File: src/rtl/tree_pkg.sv
// tree_pkg: shared defaults and tree sizing helper for pipelined_max_tree
package tree_pkg;
  localparam int DEF_N_VALUES = 8;
  localparam int DEF_VALUE_WIDTH = 32;
  function automatic int tree_levels(input int n);
    return (n <= 2) ? 1 : $clog2(n);
  endfunction
endpackage

File: src/rtl/tree_node.sv
// tree_node: combinational two-way max select; the left (lower-index) child wins ties
module tree_node
  import tree_pkg::*;
#(
  parameter int VALUE_WIDTH = DEF_VALUE_WIDTH,
  parameter int IDX_WIDTH = 3
) (
  input  logic                   a_any,
  input  logic [IDX_WIDTH-1:0]   a_idx,
  input  logic [VALUE_WIDTH-1:0] a_value,
  input  logic                   b_any,
  input  logic [IDX_WIDTH-1:0]   b_idx,
  input  logic [VALUE_WIDTH-1:0] b_value,
  output logic                   y_any,
  output logic [IDX_WIDTH-1:0]   y_idx,
  output logic [VALUE_WIDTH-1:0] y_value
);
  logic pick_b;
  // right child wins only when it is the sole candidate or strictly larger
  always_comb begin
    pick_b = b_any && (!a_any || (b_value > a_value));
    y_any = a_any || b_any;
    y_idx = !y_any ? '0 : pick_b ? b_idx : a_idx;
    y_value = !y_any ? '0 : pick_b ? b_value : a_value;
  end
endmodule

File: src/rtl/pipelined_max_tree.sv
// pipelined_max_tree: registered argmax tree with rigid valid/ready pipeline; optional TREE_THRESHOLD_EN adds a leaf threshold port
module pipelined_max_tree
  import tree_pkg::*;
#(
  parameter int N_VALUES = DEF_N_VALUES,
  parameter int VALUE_WIDTH = DEF_VALUE_WIDTH,
  localparam int IDX_WIDTH = $clog2(N_VALUES)
) (
  input  logic                   clk,
  input  logic                   reset,
  input  logic                   in_valid,
  output logic                   in_ready,
  input  logic [VALUE_WIDTH-1:0] values [N_VALUES],
  input  logic [N_VALUES-1:0]    enable,
`ifdef TREE_THRESHOLD_EN
  input  logic [VALUE_WIDTH-1:0] threshold,
`endif
  output logic                   out_valid,
  input  logic                   out_ready,
  output logic                   out_any,
  output logic [IDX_WIDTH-1:0]   out_idx,
  output logic [VALUE_WIDTH-1:0] out_value
);
  localparam int LEVELS = tree_levels(N_VALUES);
  localparam int PAD = 1 << LEVELS;
  typedef struct packed {
    logic                   any;
    logic [IDX_WIDTH-1:0]   idx;
    logic [VALUE_WIDTH-1:0] value;
  } node_t;
  node_t leaf [PAD];
  node_t nxt [1:PAD-1];
  node_t q [1:PAD-1];
  logic [LEVELS-1:0] vld;
  logic adv;
  assign adv = !(out_valid && !out_ready);
  assign in_ready = adv;
  assign out_valid = vld[LEVELS-1];
  assign out_any = q[1].any;
  assign out_idx = q[1].idx;
  assign out_value = q[1].value;
  for (genvar i = 0; i < PAD; i++) begin : g_leaf
    if (i < N_VALUES) begin : g_real
      logic en;
`ifdef TREE_THRESHOLD_EN
      assign en = in_valid && enable[i] && (values[i] > threshold);
`else
      assign en = in_valid && enable[i];
`endif
      assign leaf[i] = en ? node_t'{1'b1, IDX_WIDTH'(i), values[i]} : '0;
    end else begin : g_pad
      assign leaf[i] = '0;
    end
  end
  for (genvar k = 1; k < PAD; k++) begin : g_node
    node_t a, b;
    logic y_any;
    logic [IDX_WIDTH-1:0] y_idx;
    logic [VALUE_WIDTH-1:0] y_value;
    if (2 * k >= PAD) begin : g_leaf_kids
      assign a = leaf[2*k-PAD];
      assign b = leaf[2*k+1-PAD];
    end else begin : g_reg_kids
      assign a = q[2*k];
      assign b = q[2*k+1];
    end
    tree_node #(.VALUE_WIDTH(VALUE_WIDTH), .IDX_WIDTH(IDX_WIDTH)) u_node (
      .a_any(a.any), .a_idx(a.idx), .a_value(a.value),
      .b_any(b.any), .b_idx(b.idx), .b_value(b.value),
      .y_any(y_any), .y_idx(y_idx), .y_value(y_value)
    );
    assign nxt[k] = node_t'{y_any, y_idx, y_value};
  end
  // every stage advances together unless the output is stalled
  always_ff @(posedge clk) begin
    if (!reset) begin
      vld <= '0;
      for (int k = 1; k < PAD; k++) q[k] <= '0;
    end else if (adv) begin
      vld <= LEVELS'({vld, in_valid});
      q <= nxt;
    end
  end
endmodule
File: config.mk
export PLATFORM = sky130hd
export DESIGN_NAME = pipelined_max_tree
export DESIGN_NICKNAME = d
export VERILOG_FILES = /design/src/rtl/tree_pkg.sv /design/src/rtl/tree_node.sv /design/src/rtl/pipelined_max_tree.sv
export SDC_FILE = /design/constraint.sdc
export NUM_CORES = 1
export LEC_CHECK = 0
export BUFFER_PORTS_ARGS = -buffer_cell sky130_fd_sc_hd__buf_2
export CORE_UTILIZATION = 50
export DETAILED_ROUTE_END_ITERATION = 6
export PLACE_DENSITY = 0.83
export REMOVE_ABC_BUFFERS = 1
export SETUP_SLACK_MARGIN = 0.15
export SLEW_MARGIN = 20
export SYNTH_ARGS = -nofsm -noshare
export SYNTH_HDL_FRONTEND = slang
export SYNTH_SLANG_ARGS = --single-unit
File: constraint.sdc
create_clock -name clk -period 3.1 [get_ports clk]
set_input_delay 0.155 -clock clk [delete_from_list [all_inputs] [get_ports clk]]
set_output_delay 0.155 -clock clk [all_outputs]
set_load 0.05 [all_outputs]
# Yosys cells after proc, flatten, opt, wreduce, memory -nomap -nowiden
# Index checks and enable logic that the tools add are counted.
[op_classes]
order_cmp = 7
n_reduce_logical = 39
n_mux = 36
[ops]
columns = ["op", "count"]
rows = [
  ["32-bit two-way mux", 14],
  ["36-bit two-way mux", 8],
  ["32-bit greater-than comparator", 7],
  ["3-bit two-way mux", 14],
  ["1-bit logical AND", 16],
  ["1-bit logical OR", 14],
  ["1-bit zero test", 9],
]
[totals]
reg_bits = 255
out_inout_bits = 38
input_bits = 268
elab_cells = 104

# Logic depth before layout (Yosys ltp)
# Gate-level depths: netlist of the first run.
[depth]
ltp_word = 7
depth_mapped = 15
mapped_depth_nobuf = 10

# Hierarchy
# From an unflattened synthesis of the first run, not the netlist that was laid out.
[unflattened]
cells_unflattened = 3964
hier_area_um2 = 28163.3
[modules_own_cells]
columns = ["mod", "cells_per_inst", "area_per_inst_um2", "seq_area_each_um2", "n_inst"]
rows = [
  ["tree_node", 363, 2274.7, 0.0, 7],
  ["pipelined_max_tree", 1423, 12240.5, 5104.9, 1],
]

# Least setup slack after synthesis of the first run
# OpenSTA, ideal clock, no wires.
[synth_path]
path_kind = "input -> register"
startpoint = "in in_valid"
endpoint = "reg q (netlist bit g_node[2].a[24])"
required_time_ps = 3031
setup_ps = 69
n_path_buf = 4
t_arrival_ps = 3064
stages = 14
slack_ps = -33
path_cell_list = "clkbuf_1 -> and2_0 -> clkbuf_1 -> clkbuf_1 -> nand2_1 -> ha_1 -> a21oi_1 -> nand2_1 -> a21o_1 -> o41a_1 -> o31ai_4 -> buf_4 -> mux2_1 -> o21ai_1"
[synth_via]
elab_chain_cells = 7
[synth_rtl]
columns = ["element", "line", "text"]
rows = [
  ["start, declared", "pipelined_max_tree.sv:11", "input logic in_valid,"],
  ["1-bit logical AND", "pipelined_max_tree.sv:48", "assign en = in_valid && enable[i];"],
  ["36-bit two-way mux", "pipelined_max_tree.sv:50", "assign leaf[i] = en ? node_t'{1'b1, IDX_WIDTH'(i), values[i]} : '0;"],
  ["32-bit greater-than comparator / 1-bit zero test (equally long branches)", "tree_node.sv:21", "pick_b = b_any && (!a_any || (b_value > a_value));"],
  ["1-bit logical OR", "tree_node.sv:21", ""],
  ["1-bit logical AND", "tree_node.sv:21", ""],
  ["32-bit two-way mux", "tree_node.sv:24", "y_value = !y_any ? '0 : pick_b ? b_value : a_value;"],
  ["32-bit two-way mux *", "tree_node.sv:24", ""],
  ["end signal, assigned", "pipelined_max_tree.sv:81", "q <= nxt;"],
  ["end, declared", "pipelined_max_tree.sv:33", "node_t q [1:PAD-1];"],
]
# Every way passes the cells marked *; elsewhere a longest branch is shown, timed or not.
# A chain may end at the register's enable or synchronous reset.

# Worst setup path in the final report of the first run
[layout_path]
startpoint = "in in_valid"
endpoint = "reg q (netlist bit g_node[2].b[25])"
# Same word-level chain as after synthesis.

==> run metrics, run 1 <==
slew at the pin closest to its max-slew limit=763.3 ps; utilization after layout=64.61%; wire per inst=18.13 um; FP Rows=69; Critical Path AT=3290 ps; Yosys cell types=56; Design Area, Final=0.02298 mm2; Async S/R FF share, synth=0%; fmax=0.3492 GHz; outcome=complete, but fails checks; Hold Path End=g_node[2].a[20]; worst path required time=3530 ps; final hold vios=0; GPL Wtd Cong=0.9539; Min-Delay Startpoint=values[212]; core footprint=0.03557 mm2; I/O Buffers=305; worst reg2reg endpoint=out_value[14]; PnR worst setup slack=236.7 ps; Reg clk slew, reported paths=60 ps; crit path kind=in2reg; crit path capture type=flop; Final Critical Period=2863 ps; switching share of power=28.05%; failing checks=DRC; clock sinks=246; commonest non-fill, non-tap cells in the layout=515 x nand2_1, 305 x buf_2, 246 x dfxtp_1; vias in the first global route=18810; top_reg_cell synth=dfxtp_1; TritonRoute pass-1 iters=7; Worst Hold Class=in2reg; worst-case reg-to-reg path depth=11; hold path depth=4; RSZ-0062 raised after global routing=false; share of cells above drive strength 1=16.17%; R2R Path Start=g_node[1].a[25]; initial antenna violation count=3; largest net degree at the start of global routing=102; Clock Tree Root=clkbuf_16; post-placement setup slack=-203.7 ps; register area share after synthesis=27.25%; most common cell after layout, fill and taps aside=nand2_1; synth warn=0; grt ovf=0; relative slew slack=48.92%; Layout area overhead=27.15%; number of synthesized flops with an enable pin=0; setup violators final=0; post-synthesis register bit count=246; synthesized netlist cell count=2473; Int Pwr=0.006415 W; Antenna Nets Post-Route=0; leakage power=10.24 nW; Combinational Power Share=21.0%; H-tree depth=1; Switch Pwr=0.002501 W; initial drt markers=1810; peak supply drop=382.1 uV; DR vias/cell=5.973; TritonCTS clock tree=built; Setup Fix Bufs, Post-CTS=0; Remaining DRCs=2; Final nets=3341; r2r setup slk=340 ps; Cell Area, Synth=0.01807 mm2; share of power burned in registers=37.2%; critical path fanouts, max=16; final wirelength=60450 um; max-cap violations=0; Power Density=388.0 mW/mm2; Die ar.=0.03691 mm2; chip width=192.1 um; syn avg cell area=7.308 um2; first-pass GRT wire length=96240 um; final setup TNS=0 ps; starting density of the core=50.81%; maximum clock path buffer count=3; Area after DPL=0.02048 mm2; detailed placement HPWL=44890 um; DIE HEIGHT=192.1 um; GRT Resource Usage Total=32.24%; startpoint type of the worst setup path=input pin; Slew Limit Fails=0; Period Utilization, post-route=92.37%; clock share of power=41.7%; IO Pins=306; Vias=19920; Skew-Pair Late Insertion Delay=550 ps; CTS Buf Count=28; Setup Skew=14.34 ps
==> metrics by stage <==
| step | instances | hold slack [ps] | total power, W |
|---|---|---|---|
| CTS | 3331 | 0.2469 | 0.008899 |
| global placement | 3138 | 394.0 | 0.005004 |
| detailed placement | 3138 | 396.5 | 0.005054 |
| global route | 3333 | 12.27 | 0.009257 |
| floorplan | 2281 | 293.0 | 0.004244 |
| finish | 3335 | 2.852 | 0.008916 |
==> power groups by stage <==
stage / registers [W] / clock network [W] / logic, W
3_3_place_gp: 0.00339 / 0 / 0.00162
6_report: 0.00332 / 0.00372 / 0.00187
5_1_grt: 0.00333 / 0.00388 / 0.00205
2_1_floorplan: 0.00336 / 0 / 0.000880
4_1_cts: 0.00332 / 0.00376 / 0.00182
3_5_place_dp: 0.00339 / 0 / 0.00167
==> metal layers <==
metal | routed length (um) | up-vias | global-route usage, % | share of wire [%]
met5 | 0 | - | 0 | 0
met1 | 24880 | 9260 | 41.73 | 41
li1 | - | 9589 | - | -
met2 | 28340 | 843 | 52.55 | 47
met3 | 3993 | 229 | 3.618 | 6.6
met4 | 3230 | 0 | 16.96 | 5.3
==> timing repair <==
action / in CTS / in global routing
hold buffers: 142 / 0
endpoints found under the setup margin: 0 / 92
gates resized for setup: 0 / 5
endpoints found under the hold margin: 118 / 0
==> cells by family after synthesis <==
group           synth area share, %
flops                         27.25
mux                           1.987
fa+ha+maj                     15.51
buf+inv                       7.103
compound gates                17.81
simple gates                  30.34
==> critical path, cell delays in order <==
cell,delay (ps)
buf_2,300
and2_0,280
buf_4,240
nand2_1,110
ha_1,320
nand4_1,160
nor4_1,350
buf_4,170
a21boi_0,210
a2111oi_0,100
buf_4,170
o21ba_2,250
buf_12,160
o21ai_0,190
nand3_1,90
==> cell usage after synthesis, drive strengths merged, types with 2 or more instances <==
| cell type | number | area share, % |
|---|---|---|
| nand2 | 515 | 11 |
| a221oi | 3 | 0.15 |
| o211ai | 140 | 5.8 |
| nor4 | 11 | 0.38 |
| clkbuf | 153 | 3.2 |
| mux2 | 31 | 1.9 |
| a2111oi | 2 | 0.097 |
| nor2 | 94 | 2.0 |
| a221o | 28 | 1.6 |
| a41oi | 2 | 0.097 |
| ha | 224 | 16 |
| inv | 133 | 2.8 |
| nand2b | 9 | 0.31 |
| nor3 | 5 | 0.14 |
| nor2b | 14 | 0.48 |
| nand4b | 2 | 0.097 |
| or4 | 25 | 1.0 |
| dfxtp | 246 | 27 |
| nor3b | 3 | 0.12 |
| o211a | 2 | 0.11 |
| or3 | 108 | 3.7 |
| o21ai | 120 | 3.3 |
| nand4 | 69 | 2.4 |
| a21oi | 126 | 3.5 |
| and3 | 106 | 3.7 |
| a21o | 30 | 1.2 |
| and2 | 6 | 0.21 |
| and4 | 3 | 0.15 |
| a31oi | 10 | 0.35 |
| o21a | 11 | 0.46 |
| a21boi | 4 | 0.17 |
| nand3 | 177 | 4.9 |
| a211oi | 7 | 0.29 |
| buf | 39 | 1.1 |
| a22oi | 3 | 0.12 |
==> worst max path at each step <==
stage                          startpoint              end  slack (ps)  cells past startpoint
after floorplan                    vld[2]   g_node[3].b[0]       -7370                      4
after global placement           in_valid  g_node[2].b[23]        -160                     15
after detailed placement         in_valid   g_node[2].a[2]        -200                     14
after CTS                 g_node[1].a[11]    out_value[14]         320                     10
after global routing             in_valid   g_node[3].b[4]         150                     12
final                            in_valid  g_node[2].b[25]         240                     15
==> sequential cells by signal, indices dropped and copies added, names as in the netlist <==
name       cells
out_value     32
vld            3
g_node.a     103
out_idx        3
g_node.b     104
out_any        1
==> cell type report <==
type	count	area, um2
fillers	3079	12590
repair buffers	538	3948
clock buffers	41	800.8
well taps	461	576.8
clock inverters	10	227.7
multi-input cells	1901	11990
inverters	134	503.0
flip-flops and latches	246	4925
diodes	4	10.01
No activity file was read; power rests on OpenSTA's default activity.
==> run 2, diff against run 1 <==
Settings changed: ABC_AREA from default to 1, GPL_TIMING_DRIVEN from default to 0, HOLD_SLACK_MARGIN from default to 0.06.
==> run metrics, run 2 <==
maximum clock path buffer count=3 (unchanged); final wirelength=58880 um (-2.6%); synthesized netlist cell count=2909 (+18%); worst path required time=3490 ps (-40 ps); max-cap violations=0 (unchanged); post-synth top area share=26.16% (-1.1 points); slew at the pin closest to its max-slew limit=896.8 ps (+133.5 ps); Post-synth top cells=846 x nand2_1, 311 x nand3_1, 308 x a21oi_1, 302 x inv_1, 246 x dfxtp_1; synth warn=0 (unchanged); Slew Limit Fails=0 (unchanged); crit path launch=vld[2]; chip width=196.1 um (+2.0%); initial antenna violation count=0 (-3); GPL Wtd Cong=0.9076 (-4.9%); starting density of the core=51.06% (+0.25 points); Min-Delay Startpoint=values[127]; GRT Resource Usage Total=29.15% (-3.1 points); first-pass GRT wire length=92160 um (-4.2%); detailed placement HPWL=39370 um (-12%); Vias=20610 (+3.4%); Worst Hold Class=in2reg; met3 Usage GRT=3.473% (-0.15 points); Layout fillers=3275 (+6.4%); Critical Path AT=3210 ps (-80 ps); final hold vios=0 (unchanged); Largest register FFs=104 (unchanged); Async S/R FF share, synth=0% (unchanged); H-tree depth=1 (unchanged); DIE HEIGHT=196.1 um (+2.0%); largest net degree at the start of global routing=126 (+24%); R2R Path Start=vld[2]; vias in the first global route=18930 (+0.64%); peak supply drop=417.9 uV (+9.4%); Power Density=404.2 mW/mm2 (+4.2%); grt ovf=0 (unchanged); worst reg2reg endpoint=g_node[1].a[19]; TritonRoute pass-1 iters=6 (-1); utilization after layout=62.76% (-1.8 points); global routing usage on met2=47.01% (-5.5 points); startpoint type of the worst setup path=flop; Final nets=3750 (+12%); TritonCTS clock tree=built; worst-case reg-to-reg path depth=8 (-3); critical path fanouts, max=73 (+57); crit path kind=reg2reg; register area share after synthesis=26.16% (-1.1 points); RSZ-0062 raised after global routing=true; crit path capture type=flop; commonest non-fill, non-tap cells in the layout=840 x nand2_1, 311 x nand3_1, 308 x a21oi_1; met1 usage=39.15% (-2.6 points); Yosys cell types=29 (-48%); post-synthesis register bit count=246 (unchanged); fmax=0.3549 GHz (+1.6%); dominant cell type by area after synthesis=dfxtp_1; Hold Path End=g_node[3].a[31]; leakage power=11.47 nW (+12%); top_reg_cell synth=dfxtp_1; r2r setup slk=280 ps (-60 ps); # diodes=0 (-4); CTS Buf Count=27 (-3.6%); I/O Buffers=305 (unchanged); Skew-Pair Late Insertion Delay=540 ps (about the same); Period Utilization, post-route=90.89% (-1.5 points); Antenna Nets Post-Route=0 (unchanged); global route hottest layer=met2; IO Pins=306 (unchanged); PnR worst setup slack=282.4 ps (+45.68 ps); multi-input logic area=0.01208 mm2 (+0.74%); setup violators final=0 (unchanged); most common cell after layout, fill and taps aside=nand2_1; register area=0.004928 mm2 (about the same); clock sinks=246 (unchanged); Final Critical Period=2818 ps (-45.68 ps); relative slew slack=39.58% (-9.3 points); Reg clk slew, reported paths=60 ps (about the same); wire per inst=15.58 um (-14%); Die ar.=0.03844 mm2 (+4.1%); number of synthesized flops with an enable pin=0 (unchanged); core footprint=0.03687 mm2 (+3.7%); main area contributors after synthesis=dfxtp_1 26%, nand2_1 17%, ha_1 15%; most common cell in the netlist=nand2_1; Remaining DRCs=0 (-2); outcome=complete, no violations; DR vias/cell=5.452 (-8.7%); syn avg cell area=6.472 um2 (-11%); initial drt markers=1843 (+1.8%); Layout area overhead=22.91%; Setup Skew=19.24 ps (+4.903 ps); Cell Area, Synth=0.01883 mm2 (+4.2%); hold path depth=5 (+1); post-placement setup slack=-2648 ps (-2444 ps); share of cells above drive strength 1=15.48% (-0.69 points); Clock Tree Root=clkbuf_16; FP Rows=70 (+1.4%)
## run 2: through the flow
step	hold slack [ps]	total power, W	cell area [um2]	TNS (ps)	std cells
floorplan	293.4	0.005166	18030	-1475240	2744
global placement	438.9	0.005857	20190	-2712260	3553
detailed placement	445.6	0.005914	20420	-245810	3562
CTS	60.36	0.009246	22850	0	3755
global route	80.28	0.009834	23140	0	3780
finish	68.12	0.009355	23140	0	3780
## run 2: final cells by class
type | instances | share of cell area, %
clock buffers | 36 | 3.325
clock inverters | 11 | 0.5136
inverters | 311 | 5.266
multi-input cells | 2187 | 52.19
flip-flops and latches | 246 | 21.30
well taps | 504 | 2.725
repair buffers | 476 | 14.42
repair inverters | 9 | 0.2595
## run 2: cells by family after synthesis
family	after synthesis	share of synthesized area, %
flops	246	26.16
fa+ha+maj	224	14.89
simple gates	1566	37.21
compound gates	397	11.34
buf+inv	476	10.41
## run 2: timing repair
action	4_1_cts	5_1_grt
hold buffers	143	0
endpoints found under the hold margin	115	0
buffers inserted	0	19
pin swaps	0	0
cloned	3	6
setup endpoints to repair	132	200
resized for setup	24	18
## run 2: routing by layer
metal	wire, um	vias to the layer above
li1	-	10130
met3	4637	210
met1	25090	9348
met5	0	-
met4	2509	0
met2	26640	916
## run 2: worst max-delay path by stage
stage                       to  slack (ps)  cells past startpoint
6_report       g_node[1].a[19]         280                      8
5_1_grt        g_node[1].a[19]          70                      8
4_1_cts        g_node[2].b[11]         190                     17
3_5_place_dp   g_node[3].b[15]       -2650                     22
3_3_place_gp   g_node[1].b[28]      -11670                      7
2_1_floorplan  g_node[1].b[10]       -6420                      7
## run 2: report_power, final
part | switching [W] | total (W) | internal [W]
Clock | 0.00130 | 0.00320 | 0.00190
Combinational | 0.00166 | 0.00266 | 0.000996
Sequential | 0.000160 | 0.00350 | 0.00334
Total | 0.00312 | 0.00936 | 0.00624
## run 2: worst max-delay path: stages, from the launching register on
cell	delay, ps
dfxtp_1	320
inv_1	60
nor2_4	460
buf_16	240
inv_6	200
o21ai_0	370
clkinvlp_4	570
nand3_1	280
a21oi_1	90
